`src/rtl/ysyx_22040237_ifu_pkg.sv`:
```
// Shared defines for the ysyx_22040237 instruction fetch unit:
// reset PC, NOP encoding and FSM state encodings.
package ysyx_22040237_ifu_pkg;

    localparam logic [63:0] RESET_PC_DEFAULT = 64'h8000_0000;
    localparam logic [31:0] NOP_INST         = 32'h0000_0013;
    localparam logic [63:0] PC_STEP          = 64'd4;

    typedef enum logic [1:0] {
        IFU_IDLE = 2'd0,
        IFU_REQ  = 2'd1,
        IFU_WAIT = 2'd2,
        IFU_HOLD = 2'd3
    } ifu_state_e;

    // Instructions are word aligned, so the low two target bits are dropped.
    function automatic logic [63:0] alignPc(input logic [63:0] pc);
        return pc & ~64'h3;
    endfunction

endpackage

```
`src/rtl/ysyx_22040237_ifu_if.sv`:
```
// Instruction memory request/response bus between the IFU (master) and memory (slave).
interface ysyx_22040237_ifu_if;

    logic        imem_req_valid_o;
    logic        imem_req_ready_i;
    logic [63:0] imem_addr_o;
    logic        imem_resp_valid_i;
    logic [31:0] imem_resp_data_i;
    logic        imem_resp_err_i;

    modport master (
        output imem_req_valid_o,
        output imem_addr_o,
        input  imem_req_ready_i,
        input  imem_resp_valid_i,
        input  imem_resp_data_i,
        input  imem_resp_err_i
    );

    modport slave (
        input  imem_req_valid_o,
        input  imem_addr_o,
        output imem_req_ready_i,
        output imem_resp_valid_i,
        output imem_resp_data_i,
        output imem_resp_err_i
    );

endinterface

```
`src/rtl/ysyx_22040237_ifu_pc.sv`:
```
// PC register with its next-PC mux: hold, sequential +4, or redirect target.
module ysyx_22040237_ifu_pc
    import ysyx_22040237_ifu_pkg::*;
#(
    parameter logic [63:0] RESET_PC = RESET_PC_DEFAULT
) (
    input  logic        clk,
    input  logic        rst,
    input  logic        redirect_valid_i,
    input  logic [63:0] redirect_pc_i,
    input  logic        advance_i,
    output logic [63:0] pc_o
);

    logic [63:0] pc_q;
    logic [63:0] pc_d;

    // A redirect wins over a same-cycle advance; the add wraps modulo 2^64.
    always_comb begin
        pc_d = pc_q;
        if (redirect_valid_i) begin
            pc_d = alignPc(redirect_pc_i);
        end else if (advance_i) begin
            pc_d = pc_q + PC_STEP;
        end
    end

    always_ff @(posedge clk) begin
        if (rst) begin
            pc_q <= RESET_PC;
        end else begin
            pc_q <= pc_d;
        end
    end

    assign pc_o = pc_q;

endmodule

```
`src/rtl/ysyx_22040237_ifu.sv`:
```
// Instruction fetch unit: single-outstanding fetch FSM feeding the decode stage,
// with redirect handling that discards responses of abandoned requests.
module ysyx_22040237_ifu
    import ysyx_22040237_ifu_pkg::*;
#(
    parameter logic [63:0] RESET_PC = RESET_PC_DEFAULT
) (
    input  logic                       clk,
    input  logic                       rst,
    ysyx_22040237_ifu_if.master        imem,
    output logic                       inst_valid_o,
    input  logic                       inst_ready_i,
    output logic [31:0]                inst_o,
    output logic [63:0]                pc_o,
    output logic                       inst_err_o,
    input  logic                       redirect_valid_i,
    input  logic [63:0]                redirect_pc_i
);

    ifu_state_e  state_q;
    ifu_state_e  state_d;
    logic        drop_q;
    logic        drop_d;
    logic        instValid_q;
    logic        instValid_d;
    logic [31:0] inst_q;
    logic [31:0] inst_d;
    logic [63:0] instPc_q;
    logic [63:0] instPc_d;
    logic        instErr_q;
    logic        instErr_d;

    logic [63:0] curPc;
    logic        advancePc;
    logic        reqFire;
    logic        instFire;

    assign reqFire  = (state_q == IFU_REQ) && imem.imem_req_ready_i;
    assign instFire = instValid_q && inst_ready_i;

    ysyx_22040237_ifu_pc #(
        .RESET_PC (RESET_PC)
    ) u_pc (
        .clk              (clk),
        .rst              (rst),
        .redirect_valid_i (redirect_valid_i),
        .redirect_pc_i    (redirect_pc_i),
        .advance_i        (advancePc),
        .pc_o             (curPc)
    );

    always_ff @(posedge clk) begin
        if (rst) begin
            state_q     <= IFU_IDLE;
            drop_q      <= 1'b0;
            instValid_q <= 1'b0;
            inst_q      <= NOP_INST;
            instPc_q    <= RESET_PC;
            instErr_q   <= 1'b0;
        end else begin
            state_q     <= state_d;
            drop_q      <= drop_d;
            instValid_q <= instValid_d;
            inst_q      <= inst_d;
            instPc_q    <= instPc_d;
            instErr_q   <= instErr_d;
        end
    end

    always_comb begin
        state_d     = state_q;
        drop_d      = drop_q;
        instValid_d = instValid_q;
        inst_d      = inst_q;
        instPc_d    = instPc_q;
        instErr_d   = instErr_q;
        advancePc   = 1'b0;
        case (state_q)
            IFU_IDLE: begin
                state_d = IFU_REQ;
            end
            IFU_REQ: begin
                if (reqFire) begin
                    state_d = IFU_WAIT;
                    drop_d  = redirect_valid_i;
                end
            end
            IFU_WAIT: begin
                // A response in the redirect cycle belongs to the old path and is
                // consumed here, so no drop is left pending for a later one.
                if (redirect_valid_i) begin
                    if (imem.imem_resp_valid_i) begin
                        drop_d  = 1'b0;
                        state_d = IFU_REQ;
                    end else begin
                        drop_d  = 1'b1;
                    end
                end else if (imem.imem_resp_valid_i) begin
                    if (drop_q) begin
                        drop_d  = 1'b0;
                        state_d = IFU_REQ;
                    end else begin
                        inst_d      = imem.imem_resp_data_i;
                        instErr_d   = imem.imem_resp_err_i;
                        instPc_d    = curPc;
                        instValid_d = 1'b1;
                        state_d     = IFU_HOLD;
                    end
                end
            end
            IFU_HOLD: begin
                if (redirect_valid_i) begin
                    instValid_d = 1'b0;
                    state_d     = IFU_REQ;
                end else if (instFire) begin
                    instValid_d = 1'b0;
                    advancePc   = 1'b1;
                    state_d     = IFU_REQ;
                end
            end
            default: begin
                state_d = IFU_IDLE;
            end
        endcase
    end

    always_comb begin
        imem.imem_req_valid_o = (state_q == IFU_REQ);
        imem.imem_addr_o      = curPc;
        inst_valid_o          = instValid_q;
        inst_o                = inst_q;
        pc_o                  = instPc_q;
        inst_err_o            = instErr_q;
    end

endmodule

```
`src/flat_wrapper.sv`:
```
// flat-port wrapper written by rule: the top's interface ports become plain ports
module ysyx_22040237_ifu_flat import ysyx_22040237_ifu_pkg::*;
#(
    parameter logic [63:0] RESET_PC = RESET_PC_DEFAULT
)
  (clk, rst, inst_valid_o, inst_ready_i, inst_o, pc_o, inst_err_o, redirect_valid_i, redirect_pc_i, imem_imem_req_valid_o, imem_imem_addr_o, imem_imem_req_ready_i, imem_imem_resp_valid_i, imem_imem_resp_data_i, imem_imem_resp_err_i);
  ysyx_22040237_ifu_if imem_i ();
  input  logic clk;
  input  logic rst;
  output logic inst_valid_o;
  input  logic inst_ready_i;
  output logic [31:0] inst_o;
  output logic [63:0] pc_o;
  output logic inst_err_o;
  input  logic redirect_valid_i;
  input  logic [63:0] redirect_pc_i;
  output wire logic [$bits(imem_i.imem_req_valid_o)-1:0] imem_imem_req_valid_o;
  output wire logic [$bits(imem_i.imem_addr_o)-1:0] imem_imem_addr_o;
  input wire logic [$bits(imem_i.imem_req_ready_i)-1:0] imem_imem_req_ready_i;
  input wire logic [$bits(imem_i.imem_resp_valid_i)-1:0] imem_imem_resp_valid_i;
  input wire logic [$bits(imem_i.imem_resp_data_i)-1:0] imem_imem_resp_data_i;
  input wire logic [$bits(imem_i.imem_resp_err_i)-1:0] imem_imem_resp_err_i;
  assign imem_imem_req_valid_o = imem_i.imem_req_valid_o;
  assign imem_imem_addr_o = imem_i.imem_addr_o;
  assign imem_i.imem_req_ready_i = imem_imem_req_ready_i;
  assign imem_i.imem_resp_valid_i = imem_imem_resp_valid_i;
  assign imem_i.imem_resp_data_i = imem_imem_resp_data_i;
  assign imem_i.imem_resp_err_i = imem_imem_resp_err_i;
  ysyx_22040237_ifu #(.RESET_PC(RESET_PC)) u_core (.clk(clk), .rst(rst), .imem(imem_i), .inst_valid_o(inst_valid_o), .inst_ready_i(inst_ready_i), .inst_o(inst_o), .pc_o(pc_o), .inst_err_o(inst_err_o), .redirect_valid_i(redirect_valid_i), .redirect_pc_i(redirect_pc_i));
endmodule
```
`config.mk`:
```
export PLATFORM = sky130hd
export DESIGN_NAME = ysyx_22040237_ifu_flat
export DESIGN_NICKNAME = d
export VERILOG_FILES = /design/src/rtl/ysyx_22040237_ifu_pkg.sv /design/src/rtl/ysyx_22040237_ifu_if.sv /design/src/rtl/ysyx_22040237_ifu_pc.sv /design/src/rtl/ysyx_22040237_ifu.sv /design/src/flat_wrapper.sv
export SDC_FILE = /design/constraint.sdc
export NUM_CORES = 1
export LEC_CHECK = 0
export ABC_AREA = 1
export BUFFER_PORTS_ARGS = -buffer_cell sky130_fd_sc_hd__buf_2
export CAP_MARGIN = 40
export CORE_MARGIN = 2
export CORE_UTILIZATION = 50
export CTS_BUF_LIST = sky130_fd_sc_hd__clkbuf_8
export DETAILED_ROUTE_END_ITERATION = 10
export PLACE_DENSITY_LB_ADDON = 0.15
export REMOVE_ABC_BUFFERS = 1
export SYNTH_ARGS = -nofsm -noshare
export SYNTH_HDL_FRONTEND = slang
export SYNTH_SLANG_ARGS = --single-unit
```
`constraint.sdc`:
```
create_clock -name clk -period 2.3 [get_ports clk]
set_clock_uncertainty 0.05 [all_clocks]
set_input_delay 0 -clock clk [delete_from_list [all_inputs] [get_ports clk]]
set_output_delay 0 -clock clk [all_outputs]
set_load 0.01 [all_outputs]
```
==> flow_summary_export.csv <==
group,metric,value,unit
run_status,outcome,"finished clean",
global_routing,grt_pass1_vias,9029,
critical_path,path_class,"flop to flop",
floorplan,die-height,132.2,µm
timing,whs,0.008622,ns
synthesis,synth_edf_count,0,
synthesis,synth_warnings,0,
global_routing,top_usage_layer,"met2",
global_routing,grt_use_met1,42.77,%
timing,setup_viol,0,
synthesis,syn_area,8218,µm²
global_routing,grtUsageMet3,5.921,%
timing,fmax,464.4,MHz
critical_path,worstPathRequired,2.61,ns
synthesis,synth_fa_ha_area_share,0.6090,%
critical_path,cp_max_fo,4,
synthesis,ys.flop_type,"dfxtp_1",
synthesis,synth_top_area_share,39.22,%
synthesis,synthArstFlopShare,0,%
final_layout,drive_gt1_share,21.97,%
floorplan,die_w,132.2,µm
clock_tree,h-tree-depth,4,
global_routing,grtUsageTotal,32.58,%
timing,finalHoldViolCount,0,
power,p_leak,4.874,nW
clock_tree,cts_tree,"done",
floorplan,core,16000,µm²
global_routing,grt-ovfl-total,0,
critical_path,crit_chain,"inv_1, ha_1, inv_1, nor2_1, a31oi_2, o21ai_0, nand2_1, a21oi_1, dlygate4sd3_1",
timing,timing.final.crit_share,93.62,%
critical_path,cp_top_family,"buffers and inverters",
clock_tree,clk_pin_slew_worst_paths,0.09,ns
synthesis,synth_compound_area_share,16.98,%
timing,max_slew_margin,57.06,%
power,peakVddDrop,323.2,µV
final_layout,final_common_cell,"nand2_1",
clock_tree,cts_root_buf,"clkbuf_8",
critical_path,crit_arrival,2.46,ns
power,p_total,6.251,mW
clock_tree,post-cts-setup-buffer-count,0,
detailed_routing,avgViaCountPerCell,5.248,
synthesis,avgSynthCellArea,6.440,µm²
synthesis,synthSimpleGateAreaFrac,34.96,%
global_routing,grt_max_degree,61,
timing,tightest_slew,0.6442,ns
synthesis,synthMuxAreaShare,0,%
critical_path,startpoint_type,"flop",
detailed_routing,drcViolationCount,0,
place,place.gp.congestion,0.9370,
synthesis,ys_ff_latch,161,
critical_path,cp_slowest_cell,"dlygate4sd3_1",
timing,drv_slew,0,
place,portBuffers,259,
clock_tree,cts_buffers,17,
synthesis,netlist_top_cells_area,"dfxtp_1, nand2_1, nor2_1",
run,drv_cap,0,
detailed_routing,finalWirelength,29130,µm
floorplan,io_pins,266,
floorplan,dieArea,17480,µm²
final_layout,fillerInstances,1440,
final_layout,final_cells,1842,
detailed_routing,ant_nets,0,
final_layout,nets,1719,
timing,fin_crit,2.153,ns
timing,tns,0,ns
detailed_routing,via_count,9666,
power,powerDensity,562.8,nW/µm²
detailed_routing,drtPass1Iterations,6,
synthesis,synthCells,1276,
synthesis,synth_top_family_by_area,"simple AND/OR/NAND/NOR gates",
detailed_routing,drtIter0Drc,760,
global_routing,grtUsageMet2,54.31,%
critical_path,max_stage_delay,0.59,ns
final_layout,area_growth,35.16,%
critical_path,path_common_cell,"inv_1",
synthesis,synth_top_area_cell,"dfxtp_1",
detailed_routing,post_drt_wl_per_cell,15.82,µm
clock_tree,clock_latency,0.47,ns
floorplan,num_rows,46,
critical_path,worst_setup_path_end_kind,"flop",
floorplan,start_util,51.36,%
clock_tree,cts.sink_count,161,
hold_path,hold_class,"input pin to flop",
final_layout,final_cell_mix,"nand2_1, buf_2, nor2_1",
global_routing,antenna_found_initial,0,
global_routing,grt_pass1_wl,46030,µm
critical_path,worst-path-buf-inv,3,
place,dpl.hpwl,20310,µm
synthesis,yosysSeqAreaShare,39.22,%
synthesis,ys_types,30,
synthesis,synth_xor_xnor_area_share,0,%
place,placed_cells,1707,
clock_tree,clockBufferDepth,2,
## repair_timing
action / 4_1_cts / 5_1_grt
setup endpoints to repair: 0 / 1
hold buffers: 102 / 0
resized for setup: 0 / 1
endpoints found under the hold margin: 109 / 0
## flip-flops by register name, summed over array words and instances (netlist names)
name and flops:
u_core.inst_valid_o 1, u_core.u_pc.pc_o 62, u_core.state_q 2, u_core.drop_q 1, u_core.inst_err_o 1, u_core.pc_o 62, u_core.inst_o 32
## per-layer routing
metal | share of wire, % | wire length, µm
met5 | 0 | 0
met4 | 2.3 | 663
met3 | 7.9 | 2300
met2 | 47 | 13550
met1 | 43 | 12610
## worst reg2reg max path, stage by stage, from the launching register on
cell and delay, ns:
dfxtp_1 0.40, inv_1 0.06, ha_1 0.23, inv_1 0.08
nor2_1 0.06, a31oi_2 0.23, o21ai_0 0.19, nand2_1 0.09
a21oi_1 0.06, dlygate4sd3_1 0.59
## stage by stage
| step | setup WS, ns | area [µm²] | utilization (%) |
|---|---|---|---|
| detailed placement | 0.3940 | 9723 | 60.77 |
| global placement | 0.3815 | 9723 | 60.77 |
| finish | 0.1467 | 11110 | 69.42 |
| CTS | 0.07184 | 11100 | 69.36 |
| global route | -0.001680 | 11100 | 69.40 |
| floorplan | -1.347 | 7946 | - |
## worst paths after layout
path         slack (ns)                   end  cells past startpoint         startpoint
max                0.15     u_core.state_q[0]                      9  u_core.state_q[0]
max reg2reg        0.15     u_core.state_q[0]                      9  u_core.state_q[0]
min               0.009  u_core.u_pc.pc_o[23]                      3   redirect_valid_i
min reg2reg        0.42         u_core.drop_q                      2      u_core.drop_q
## where the power goes
part	total (mW)	switching, mW	internal, mW
logic	1.16	0.641	0.515
clock network	1.96	1.11	0.847
registers	3.14	0.173	2.96
total	6.25	1.93	4.32
## cells in the mapped netlist, types with 3 or more instances
library cell,instances
inv_1,93
nand4_1,20
nand2_2,19
a21oi_1,86
nor2_2,10
nand3b_1,3
ha_1,4
buf_4,4
dfxtp_1,161
clkbuf_1,38
a31oi_1,21
nand3_1,76
buf_1,8
o21ai_1,6
o311ai_0,3
nor2_4,9
inv_2,6
nor2_1,255
nand2_1,289
o21ai_0,111
o211ai_1,24
buf_2,16
clkinv_1,5
## logic make-up (layout without fill, tap and decap cells)
family / after synthesis / count (layout)
AND/OR/NAND/NOR: 684 / 684
adder cells (fa/ha/maj): 4 / 4
AO/OA/AOI/OAI: 256 / 256
buffers and inverters: 170 / 516
other: 1 / 5
flip-flops: 161 / 161
## cell type report
cell class	count	area (µm²)	area share, %
multi-input cells	948	4342	39.09
flip-flops and latches	161	3223	29.02
repair buffers	380	2522	22.71
inverters	104	392.9	3.537
well taps	216	270.3	2.433
clock buffers	17	234.0	2.107
clock inverters	15	120.1	1.081
diodes	1	2.502	0.02253
No activity file was read; power rests on OpenSTA's default activity.
